### src/rtl/rm_pkg.sv
// Shared raymarcher definitions: frame geometry, dispatch FSM states and the
// pixel request bundle, so display timing and dispatch agree on one source.
package rm_pkg;

  localparam int CORDW = 10;
  localparam int H_RES = 640;
  localparam int V_RES = 480;

  typedef enum logic [1:0] {
    IDLE,
    ISSUE,
    DRAIN
  } state_t;

  typedef struct packed {
    logic [CORDW-1:0] x;
    logic [CORDW-1:0] y;
    logic             first;
    logic             last;
  } pixel_req_t;

endpackage

### src/rtl/raster_counter.sv
// Raster-order x/y pixel counter; clear has priority over advance.
module raster_counter #(
  parameter int H_RES = rm_pkg::H_RES,
  parameter int V_RES = rm_pkg::V_RES,
  parameter int CORDW = rm_pkg::CORDW
) (
  input  logic             clk,
  input  logic             rst_n,
  input  logic             advance,
  input  logic             clear,
  output logic [CORDW-1:0] x,
  output logic [CORDW-1:0] y,
  output logic             is_first,
  output logic             is_last
);

  logic x_end;
  logic y_end;

  assign x_end    = (x == CORDW'(H_RES - 1));
  assign y_end    = (y == CORDW'(V_RES - 1));
  assign is_first = (x == '0) && (y == '0);
  assign is_last  = x_end && y_end;

  always_ff @(posedge clk or negedge rst_n) begin
    if (!rst_n) begin
      x <= '0;
      y <= '0;
    end else if (clear) begin
      x <= '0;
      y <= '0;
    end else if (advance) begin
      if (x_end) begin
        x <= '0;
        y <= y_end ? '0 : y + 1'b1;
      end else begin
        x <= x + 1'b1;
      end
    end
  end

endmodule

### src/rtl/ray_dispatch.sv
// Raster-order pixel job dispatcher for the raymarcher with credit-limited
// outstanding requests, frame completion pulse and running frame counter.
module ray_dispatch
  import rm_pkg::*;
#(
  parameter int H_RES        = rm_pkg::H_RES,
  parameter int V_RES        = rm_pkg::V_RES,
  parameter int CORDW        = rm_pkg::CORDW,
  parameter int MAX_INFLIGHT = 4,
  parameter int FRAME_W      = 16
) (
  input  logic               clk,
  input  logic               rst_n,
  input  logic               start,
  input  logic               continuous,
  output logic               req_valid,
  input  logic               req_ready,
  output logic [CORDW-1:0]   req_x,
  output logic [CORDW-1:0]   req_y,
  output logic               req_first,
  output logic               req_last,
  input  logic               resp_valid,
  output logic               busy,
  output logic               frame_done,
  output logic [FRAME_W-1:0] frame_count,
  output logic               resp_err
);

  state_t     state;
  state_t     state_nxt;
  logic [3:0] inflight;
  logic       accept;
  logic       resp_ok;
  logic       clear;
  logic       is_first;
  logic       is_last;

  // req_valid depends only on registered state, so it cannot retract before accept
  assign req_valid = (state == ISSUE) && (inflight < 4'(MAX_INFLIGHT));
  assign accept    = req_valid && req_ready;
  assign resp_ok   = resp_valid && (inflight != '0);
  assign req_first = (state == ISSUE) && is_first;
  assign req_last  = (state == ISSUE) && is_last;
  assign busy      = (state != IDLE);

  raster_counter #(
    .H_RES (H_RES),
    .V_RES (V_RES),
    .CORDW (CORDW)
  ) u_raster (
    .clk      (clk),
    .rst_n    (rst_n),
    .advance  (accept),
    .clear    (clear),
    .x        (req_x),
    .y        (req_y),
    .is_first (is_first),
    .is_last  (is_last)
  );

  always_comb begin
    state_nxt  = state;
    clear      = 1'b0;
    frame_done = 1'b0;
    unique case (state)
      IDLE: begin
        if (start) begin
          state_nxt = ISSUE;
          clear     = 1'b1;
        end
      end
      ISSUE: begin
        if (accept && is_last) begin
          state_nxt = DRAIN;
          clear     = 1'b1;
        end
      end
      DRAIN: begin
        if (inflight == '0) begin
          frame_done = 1'b1;
          clear      = 1'b1;
          state_nxt  = continuous ? ISSUE : IDLE;
        end
      end
      default: state_nxt = IDLE;
    endcase
  end

  always_ff @(posedge clk or negedge rst_n) begin
    if (!rst_n) begin
      state       <= IDLE;
      inflight    <= '0;
      frame_count <= '0;
      resp_err    <= 1'b0;
    end else begin
      state <= state_nxt;
      unique case ({accept, resp_ok})
        2'b10:   inflight <= inflight + 1'b1;
        2'b01:   inflight <= inflight - 1'b1;
        default: inflight <= inflight;
      endcase
      if (frame_done)
        frame_count <= frame_count + 1'b1;
      if (resp_valid && (inflight == '0))
        resp_err <= 1'b1;
    end
  end

endmodule
### config.mk
export PLATFORM = sky130hd
export DESIGN_NAME = ray_dispatch
export DESIGN_NICKNAME = d
export VERILOG_FILES = /design/src/rtl/rm_pkg.sv /design/src/rtl/raster_counter.sv /design/src/rtl/ray_dispatch.sv
export SDC_FILE = /design/constraint.sdc
export NUM_CORES = 1
export LEC_CHECK = 0
export ABC_AREA = 1
export CAP_MARGIN = 30
export CORE_MARGIN = 2
export CORE_UTILIZATION = 38
export DETAILED_ROUTE_END_ITERATION = 6
export PLACE_DENSITY_LB_ADDON = 0.3
export SLEW_MARGIN = 20
export SYNTH_ARGS = -nofsm -noshare
export SYNTH_HDL_FRONTEND = slang
export SYNTH_SLANG_ARGS = --single-unit
### constraint.sdc
create_clock -name clk -period 4.84 [get_ports clk]
set_clock_uncertainty 0.2 [all_clocks]
set_input_delay 0.968 -clock clk [delete_from_list [all_inputs] [get_ports clk]]
set_output_delay 0.968 -clock clk [all_outputs]
set_load 0.01 [all_outputs]
==> results of run 1 <==
[worst paths after layout]
path                                           start                          to  slack (ns)  cells after the start
setup / recovery           u_raster.y[0]$_DFFE_PN0P_                    req_last        1.30                      6
max in group asynchronous                      rst_n  frame_count[1]$_DFFE_PN0P_        3.60                      2
min in group asynchronous                      rst_n   u_raster.y[1]$_DFFE_PN0P_        0.36                      1
hold reg to reg                 resp_err$_DFFE_PN0P_        resp_err$_DFFE_PN0P_        0.29                      1
hold / removal                  resp_err$_DFFE_PN0P_        resp_err$_DFFE_PN0P_        0.29                      1
setup reg to reg                state[1]$_DFFE_PN0P_     inflight[3]$_DFFE_PN0P_        2.38                     12
[where the power goes]
| part | leakage (µW) | total (µW) | switching (µW) | internal, µW |
|---|---|---|---|---|
| clock network | 0.0000408 | 246 | 143 | 103 |
| logic | 0.000921 | 418 | 249 | 169 |
| registers | 0.000582 | 455 | 49.9 | 405 |
[cell usage in the layout (no fill, tap or decap)]
master,count
a21oi_1,7
a31oi_1,1
and2_1,1
buf_12,1
buf_2,1
clkbuf_8,5
clkdlybuf4s50_1,46
clkinvlp_4,2
dfrtp_1,43
fa_1,1
ha_1,8
inv_1,50
inv_2,2
inv_6,1
nand2_1,94
nand2_4,4
nand3_1,24
nand3_4,1
nand4_1,12
nand4_2,2
nor2_1,48
nor2_2,3
nor2_4,3
nor2_8,1
nor3_1,7
nor4_1,4
o211ai_1,1
o21a_1,1
o21ai_0,14
o21ai_1,9
o21ai_2,1
o21bai_1,1
xnor2_1,6
xor2_1,12
[cell families after synthesis]
family | share of synthesized area [%]
AND/OR/NAND/NOR | 34.9
buffers and inverters | 8.86
flip-flops | 39.3
AO/OA/AOI/OAI | 6.85
XOR/XNOR | 5.76
adder cells (fa/ha/maj) | 4.39
[synth_stat cells (2+ instances only)]
| cell type | count | share of area [%] |
|---|---|---|
| nand4_1 | 12 | 2.7 |
| nor2_1 | 48 | 6.6 |
| buf_2 | 2 | 0.37 |
| nand3_1 | 24 | 4.4 |
| o21ai_1 | 9 | 1.6 |
| nor3_1 | 7 | 1.3 |
| buf_6 | 3 | 1.2 |
| a21oi_1 | 7 | 1.3 |
| inv_2 | 2 | 0.27 |
| nand2_4 | 4 | 1.6 |
| nor2_2 | 3 | 0.69 |
| nand2_1 | 94 | 13 |
| inv_1 | 50 | 6.9 |
| o21ai_0 | 14 | 2.6 |
| ha_1 | 8 | 3.7 |
| xor2_1 | 12 | 3.8 |
| nand4_2 | 2 | 0.91 |
| xnor2_1 | 6 | 1.9 |
| nor4_1 | 4 | 0.91 |
| nor2_4 | 3 | 1.2 |
| dfrtp_1 | 43 | 39 |
[critical path: cells and delay by family (launching register included)]
| kind | cells | cell delay, ns |
|---|---|---|
| flip-flops | 1 | 0.49 |
| buffers and inverters | 1 | 0.60 |
| AND/OR/NAND/NOR | 4 | 0.74 |
| adder cells (fa/ha/maj) | 1 | 0.24 |
[metal layers]
| layer | track usage (%) | wire [µm] | vias up |
|---|---|---|---|
| li1 | - | - | 1265 |
| met1 | 24.5 | 3120 | 1144 |
| met2 | 26.9 | 2940 | 54 |
| met3 | 2.95 | 220 | 6 |
| met4 | 6.47 | 71 | 0 |
| met5 | 0 | 0 | - |
[per-stage QoR]
stage | instance area (µm²) | std cells | setup slack (ns)
2_1_floorplan | 2740 | 367 | 2.20
3_3_place_gp | 3280 | 504 | 1.71
3_5_place_dp | 3300 | 505 | 1.61
4_1_cts | 3390 | 513 | 1.26
5_1_grt | 3390 | 513 | 1.12
6_report | 3390 | 513 | 1.30
[flip-flops by register name, summed over array words and instances, names as in the netlist]
signal	cells
state	2
u_raster.x	10
resp_err	1
u_raster.y	10
inflight	4
frame_count	16
[final cells by class]
cell class	count	area [µm²]
Tap cell	96	120
Clock buffer	5	68.8
Clock inverter	3	23.8
Fill cell	683	3480
Timing Repair Buffer	48	485
Sequential cell	43	1080
Multi-Input combinational cell	266	1420
Inverter	52	195
==> flow_metrics.py, run 1 <==
metrics = {
    "critical_path": {
        "cp_max_fo": 9,
        "critPathKind": "flop to primary output",
        "cp-end-kind": "primary output",
        "critPathLaunchType": "flop",
        "slowest_stage": "clkdlybuf4s50_1",
        "cpPeakStageDelay_ns": 0.60,
        "path_cells": "ha_1, nand2_1, nor2_2, nand4_1, nor4_1, clkdlybuf4s50_1",
        "cp.arrival_ns": 2.37,
        "crit_required_ns": 3.67,
    },
    "global_route": {
        "grt_pass1_vias": 2277,
        "antenna_found_initial": 0,
        "grt_pass1_wl_mm": 10.7,
        "grt_usage_pct": 17.4,
        "grt_max_degree": 32,
        "gr-total-overflow": 0,
    },
    "job": {
        "maxCapViolCount": 0,
    },
    "clock_network": {
        "cts_tree": "yes",
        "cts_root_buf": "clkbuf_8",
        "cts.clk_slew.worst_paths_ns": 0.09,
        "cts_buffers": 5,
        "htreeDepth": 2,
        "ctsResizeCount": 0,
        "cts_setup_buffers": 0,
        "clock_latency_ns": 0.30,
        "clockBufferDepth": 2,
        "cts_hold_buf": 0,
        "cts_num_sinks": 43,
    },
    "floorplan": {
        "ios": 48,
        "start_util_pct": 39.9,
        "core-area_um2": 6870,
        "die-area_um2": 7900,
        "rows": 30,
        "die_w_um": 88.9,
        "die_h_um": 88.9,
    },
    "sta": {
        "period_share_pct": 73.2,
        "worst_pin_slew_ns": 0.499,
        "period_minus_slack_ns": 3.54,
        "relSlewSlack_pct": 66.7,
        "setup_viol": 0,
        "whs_ns": 0.293,
        "finalHoldViolations": 0,
        "rsz0062_at_grt": "no",
        "fmax_mhz": 282,
        "slew_violations": 0,
        "timing.setup.tns_ns": 0,
    },
    "routing": {
        "routed_wl_mm": 6.36,
        "routedWlPerCell_um": 12.4,
        "firstDrtPassIters": 5,
        "drc": 0,
        "drt_iter0_drc": 144,
        "vias": 2469,
        "viasPerCell": 4.81,
        "antenna_left": 0,
    },
    "synth": {
        "postSynthCellCount": 367,
        "ys_types": 31,
        "avgSynthCellArea_um2": 7.46,
        "ys_warn_count": 0,
        "synth_fp_nets": 382,
        "yosys_register_bits": 43,
        "synth_flop_cell": "dfrtp_1",
        "synthArstFlopShare_pct": 100,
        "synth-edff-count": 0,
        "netlist_area_um2": 2740,
        "yosysSeqAreaShare_pct": 39.3,
    },
    "cells_and_area": {
        "final_nets": 431,
        "syn_to_final_growth_pct": 23.8,
        "antennaDiodeCount": 0,
        "drive_gt1_share_pct": 6.47,
        "final_util_pct": 49.3,
    },
    "power_and_ir_drop": {
        "ir_drop_v": 0.000264,
        "pwr_density_cell_nw_per_um2": 330,
        "p_leak_uw": 0.00154,
        "p_total_uw": 1120,
    },
    "place": {
        "port_buffers": 47,
        "place_congestion": 0.908,
        "dp_hpwl_mm": 4.77,
    },
    "outcome": {
        "status": "finished, final reports clean",
    },
    "worst_hold_path": {
        "hp-class": "flop to flop",
    },
}
Power figures use the tool's default switching activity.
==> run 2, diff against run 1 <==
==> constraint.sdc (replaced) <==
create_clock -name clk -period 3.45 [get_ports clk]
set_clock_uncertainty 0.2 [all_clocks]
set_input_delay 0.69 -clock clk [delete_from_list [all_inputs] [get_ports clk]]
set_output_delay 0.69 -clock clk [all_outputs]
set_load 0.01 [all_outputs]
==> run 2 against run 1 <==
  * Utilization increased by 0.40 points
  * Hold slack got worse by 0.21 ns
  * Critical path depth unchanged
  * Sequential share of layout area decreased by 0.26 points
  * Routed wire length decreased by 1.3%
  * Critical endpoint unchanged
  * Highest routed layer unchanged
==> flow_metrics.py, run 2 (synthesized netlist as in run 1, its figures left out) <==
metrics = {
    "global_route": {
        "antenna_found_initial": 0,
        "grt_pass1_vias": 2272,
        "grt_pass1_wl_mm": 10.5,
        "grt_max_degree": 31,
        "grt_usage_pct": 17.2,
        "gr-total-overflow": 0,
    },
    "floorplan": {
        "die-area_um2": 7900,
        "ios": 48,
        "rows": 30,
        "start_util_pct": 39.9,
        "die_h_um": 88.9,
        "core-area_um2": 6870,
        "die_w_um": 88.9,
    },
    "critical_path": {
        "cp-end-kind": "primary output",
        "rr_worst_depth": 12,
        "critPathKind": "flop to primary output",
        "critPathLaunchType": "flop",
        "r2r_end": "inflight[3]$_DFFE_PN0P_",
        "r2r_start": "inflight[3]$_DFFE_PN0P_",
        "cp.arrival_ns": 2.34,
        "crit_required_ns": 2.56,
        "r2r_slack_ns": 1.03,
        "cp_max_fo": 9,
    },
    "clock_network": {
        "cts_setup_buffers": 0,
        "cts_root_buf": "clkbuf_8",
        "htreeDepth": 2,
        "cts.clk_slew.worst_paths_ns": 0.08,
        "cts_buffers": 5,
        "cts_tree": "yes",
        "cts_num_sinks": 43,
        "ctsResizeCount": 0,
        "clock_latency_ns": 0.30,
        "clockBufferDepth": 2,
        "cts_hold_buf": 0,
    },
    "sta": {
        "finalHoldViolations": 0,
        "relSlewSlack_pct": 76.3,
        "timing.setup.tns_ns": 0,
        "worst_pin_slew_ns": 0.356,
        "slew_violations": 0,
        "period_minus_slack_ns": 3.23,
        "rsz0062_at_grt": "no",
        "setup_viol": 0,
        "period_share_pct": 93.6,
        "fmax_mhz": 310,
    },
    "cells_and_area": {
        "stdcell_count": 514,
        "largest_register": "frame_count",
        "final_nets": 432,
        "syn_to_final_growth_pct": 24.8,
        "final_common_cell": "nand2_1",
        "antennaDiodeCount": 0,
        "largestRegisters": "frame_count x16, u_raster.x x10, u_raster.y x10",
        "drive_gt1_share_pct": 6.70,
        "nFillCells": 665,
        "largest_reg_flops": 16,
        "layout_common_cells": "nand2_1, inv_1, nor2_1",
    },
    "power_and_ir_drop": {
        "switching_power_uw": 597,
        "intPower_uw": 1020,
        "p_total_uw": 1620,
        "p_sw_share_pct": 36.8,
        "pwr-share-seq_pct": 39.3,
        "ir_drop_v": 0.000338,
        "pwr_density_cell_nw_per_um2": 474,
        "p_leak_uw": 0.00157,
        "combPwrFrac_pct": 36.1,
        "clock_power_share_pct": 24.7,
    },
    "routing": {
        "met3WireLength_um": 183,
        "top_layer_used": "met4",
        "antenna_left": 0,
        "vias": 2465,
        "routed_wl_mm": 6.28,
        "drc": 0,
        "firstDrtPassIters": 4,
        "routed-wl-met2_mm": 2.93,
        "routedWlPerCell_um": 12.2,
        "drt_iter0_drc": 142,
        "wl_met1_mm": 3.05,
        "viasPerCell": 4.80,
    },
    "place": {
        "dp_hpwl_mm": 4.77,
        "place_congestion": 0.863,
        "port_buffers": 47,
        "placedCellCount": 506,
    },
    "worst_hold_path": {
        "hp-class": "input pin to async pin",
    },
    "outcome": {
        "status": "finished, final reports clean",
    },
    "job": {
        "maxCapViolCount": 0,
    },
}
[run 2: stage by stage]
step	worst slack, ns	util (%)	instance area [µm²]	hold WS, ns
after floorplan	1.09	-	2740	0.194
after global placement	0.599	47.8	3280	0.272
after detailed placement	0.533	48.1	3300	0.275
after CTS	0.194	49.7	3420	0.0913
after global routing	0.0368	49.7	3420	0.103
final	0.221	49.7	3420	0.0865
[run 2: how the worst max path moves through the flow]
stage                         endpoint  slack [ns]                      start  cells past startpoint
4_1_cts                       req_last        0.19  u_raster.y[0]$_DFFE_PN0P_                      6
3_5_place_dp   inflight[3]$_DFFE_PN0P_        0.53                  req_ready                     10
2_1_floorplan                 req_last        1.09  u_raster.y[0]$_DFFE_PN0P_                      5
5_1_grt                       req_last        0.04  u_raster.y[0]$_DFFE_PN0P_                      6
6_report                      req_last        0.22  u_raster.y[0]$_DFFE_PN0P_                      6
3_3_place_gp                  req_last        0.60  u_raster.y[0]$_DFFE_PN0P_                      6
[run 2: final cells by class]
type                       instances  area, µm²  share of cell area, %
clock inverter                     3       43.8                   1.28
tap                               96        120                   3.52
inverter                          52        195                   5.71
multi-input combinational        266       1420                   41.6
timing repair buffer              49        493                   14.4
clock buffer                       5       68.8                   2.01
sequential                        43       1080                   31.5
[run 2: per-layer routing]
| layer | global-route usage, % | vias to the layer above |
|---|---|---|
| met2 | 26.3 | 46 |
| met4 | 6.20 | 0 |
| met3 | 2.77 | 10 |
| met1 | 24.7 | 1136 |
| li1 | - | 1273 |
| met5 | 0 | - |
[run 2: power by group through the flow]
stage / Combinational (µW) / Sequential [µW] / Clock, µW
global placement: 571 / 643 / 0
global route: 661 / 647 / 437
CTS: 594 / 636 / 417
detailed placement: 589 / 646 / 0
finish: 585 / 636 / 400
floorplan: 398 / 646 / 0
[run 2: worst max-delay path, stage by stage (launching register included)]
cell and delay, ns:
dfrtp_1 0.49, ha_1 0.23, nand2_1 0.08, nor2_2 0.23
nand4_1 0.18, nor4_1 0.25, clkdlybuf4s50_1 0.60
==> run 3, diff against run 2 <==
--- a/config.mk
+++ b/config.mk
@@ -5,7 +5,7 @@
 export SDC_FILE = /design/constraint.sdc
 export NUM_CORES = 1
 export LEC_CHECK = 0
-export ABC_AREA = 1
+export ABC_AREA = 0
 export CAP_MARGIN = 30
 export CORE_MARGIN = 2
 export CORE_UTILIZATION = 38
==> run 3 against run 2 <==
  * Synthesized cell count is 35% lower
  * Hold slack worse by 0.0092 ns
  * Combinational power is 41% lower
  * Cell count is 29% lower
  * Register-to-register slack worse by 0.44 ns
  * Via count is 20% lower
  * Sequential share of layout area is 3.8 points higher
  * Routed wire length is 15% lower
  * Setup slack worse by 0.044 ns
  * First-iteration DRC count is 8.5% lower
  * Flip-flop and latch count stayed put
  * Global-route usage is 0.23 points lower
==> flow_metrics.py, run 3 <==
metrics = {
    "outcome": {
        "status": "finished, final reports clean",
    },
    "synth": {
        "synth_fp_nets": 253,
        "synth_top_area_share_pct": 45.7,
        "ys_types": 46,
        "synthArstFlopShare_pct": 100,
        "yosysSeqAreaShare_pct": 45.7,
        "yosys_register_bits": 43,
        "synth-edff-count": 0,
        "synth_flop_cell": "dfrtp_1",
        "synth.top_cells.by_area": "dfrtp_1, xnor2_1, nand3_1",
        "avgSynthCellArea_um2": 9.88,
        "netlist_area_um2": 2350,
        "ys_warn_count": 0,
        "synth_most_common_cell": "dfrtp_1",
        "yosys.area.top_type": "dfrtp_1",
        "ys_top_cells_by_count": "dfrtp_1, nand3_1, a21oi_1, o21ai_0",
        "postSynthCellCount": 238,
    },
    "critical_path": {
        "critPathLaunchType": "flop",
        "cp_max_fo": 8,
        "crit_required_ns": 2.56,
        "cp.arrival_ns": 2.38,
        "r2r_slack_ns": 0.59,
        "cp-end-kind": "primary output",
        "critPathKind": "flop to primary output",
    },
    "worst_hold_path": {
        "hp-class": "input pin to async pin",
    },
    "global_route": {
        "grt_pass1_wl_mm": 8.85,
        "gr-total-overflow": 0,
        "grt_pass1_vias": 1864,
        "antenna_found_initial": 0,
        "grt_usage_pct": 17.0,
        "grt_max_degree": 32,
    },
    "cells_and_area": {
        "antennaDiodeCount": 0,
        "syn_to_final_growth_pct": 29.5,
        "layout_common_cells": "clkdlybuf4s50_1, dfrtp_1, nand3_1",
        "final_common_cell": "clkdlybuf4s50_1",
        "largest_reg_flops": 16,
        "drive_gt1_share_pct": 8.56,
        "final_util_pct": 51.2,
        "largestRegisters": "frame_count x16, u_raster.x x10, u_raster.y x10",
        "final_nets": 306,
        "largest_register": "frame_count",
    },
    "power_and_ir_drop": {
        "ir_drop_v": 0.000243,
        "p_leak_uw": 0.00124,
        "pwr_density_cell_nw_per_um2": 472,
    },
    "floorplan": {
        "rows": 28,
        "die_h_um": 82.7,
        "core-area_um2": 5960,
        "die_w_um": 82.7,
        "die-area_um2": 6840,
        "ios": 48,
        "start_util_pct": 39.5,
    },
    "job": {
        "maxCapViolCount": 0,
    },
    "routing": {
        "antenna_left": 0,
        "routedWlPerCell_um": 14.6,
        "viasPerCell": 5.35,
        "firstDrtPassIters": 4,
        "drc": 0,
        "vias": 1964,
        "routed_wl_mm": 5.35,
        "drt_iter0_drc": 130,
    },
    "clock_network": {
        "cts_buffers": 5,
        "cts.clk_slew.worst_paths_ns": 0.09,
        "cts_setup_buffers": 0,
        "ctsResizeCount": 0,
        "htreeDepth": 2,
        "cts_hold_buf": 0,
        "clock_latency_ns": 0.30,
        "cts_tree": "yes",
        "cts_root_buf": "clkbuf_8",
        "cts_num_sinks": 43,
        "clockBufferDepth": 2,
    },
    "sta": {
        "timing.setup.tns_ns": 0,
        "setup_viol": 0,
        "period_share_pct": 94.9,
        "slew_violations": 0,
        "period_minus_slack_ns": 3.27,
        "fmax_mhz": 305,
        "worst_pin_slew_ns": 0.541,
        "rsz0062_at_grt": "no",
        "finalHoldViolations": 0,
        "relSlewSlack_pct": 63.6,
    },
    "place": {
        "port_buffers": 47,
        "place_congestion": 0.863,
        "dp_hpwl_mm": 4.00,
    },
}
-- run 3: changes by cell type after synthesis, sizes merged, moves of 4 or more --
cell / before / now
nor4: 4 / 9
a21oi: 7 / 16
nand4: 14 / 6
o21ai: 24 / 16
xor2: 12 / 6
nor2: 55 / 9
or3: 0 / 7
or4: 0 / 6
and3: 0 / 5
inv: 52 / 10
xnor2: 6 / 15
and2: 1 / 5
nand2: 98 / 15
-- run 3: area by class of cell --
cell class	count	area, µm²
Fill cell	573	2910
Sequential cell	43	1080
Timing Repair Buffer	52	515
Tap cell	75	93.8
Clock buffer	5	68.8
Clock inverter	3	67.6
Inverter	10	37.5
Multi-Input combinational cell	179	1190
-- run 3: through the flow --
step	worst slack, ns	hold WS [ns]	power, µW	cells	cell area [µm²]
floorplan	0.632	0.194	837	238	2350
global placement	0.340	0.251	964	358	2890
detailed placement	0.281	0.250	979	359	2910
CTS	0.186	0.0794	1450	367	3050
global route	0.0844	0.0842	1520	367	3050
finish	0.177	0.0773	1440	367	3050
-- run 3: path summary, 6_finish.rpt --
| check | start | endpoint | depth (start not counted) |
|---|---|---|---|
| max | u_raster.y[5]$_DFFE_PN0P_ | req_first | 4 |
| min | rst_n | resp_err$_DFFE_PN0P_ | 1 |
| max reg2reg | state[0]$_DFFE_PN0P_ | inflight[3]$_DFFE_PN0P_ | 9 |
| min reg2reg | resp_err$_DFFE_PN0P_ | resp_err$_DFFE_PN0P_ | 1 |
| max in group asynchronous | rst_n | frame_count[11]$_DFFE_PN0P_ | 2 |
| min in group clk | resp_err$_DFFE_PN0P_ | resp_err$_DFFE_PN0P_ | 1 |
-- run 3: cell families after synthesis --
family | synth area share (%)
AND/OR/NAND/NOR | 25.6
AO/OA/AOI/OAI | 11.0
flip-flops | 45.7
XOR/XNOR | 7.82
buffers and inverters | 3.78
adder cells (fa/ha/maj) | 5.11
multiplexers | 0.904
-- run 3: worst max-delay path, cell delays in order (launching register included) --
cell,delay (ns)
dfrtp_1,0.46
or4_2,0.67
nor4_1,0.18
and4_1,0.23
clkdlybuf4s50_1,0.54
-- run 3: metal layers --
layer | track usage [%] | vias up | share of wire, %
met5 | 0 | - | 0
li1 | - | 983 | -
met1 | 24.5 | 926 | 50
met4 | 6.39 | 0 | 1.3
met2 | 25.2 | 49 | 44
met3 | 3.26 | 6 | 4.3
-- run 3: report_power, final --
group | switching [µW] | total [µW] | internal, µW
combinational | 171 | 345 | 174
sequential | 71.3 | 620 | 549
clock | 184 | 473 | 289
total | 427 | 1440 | 1010
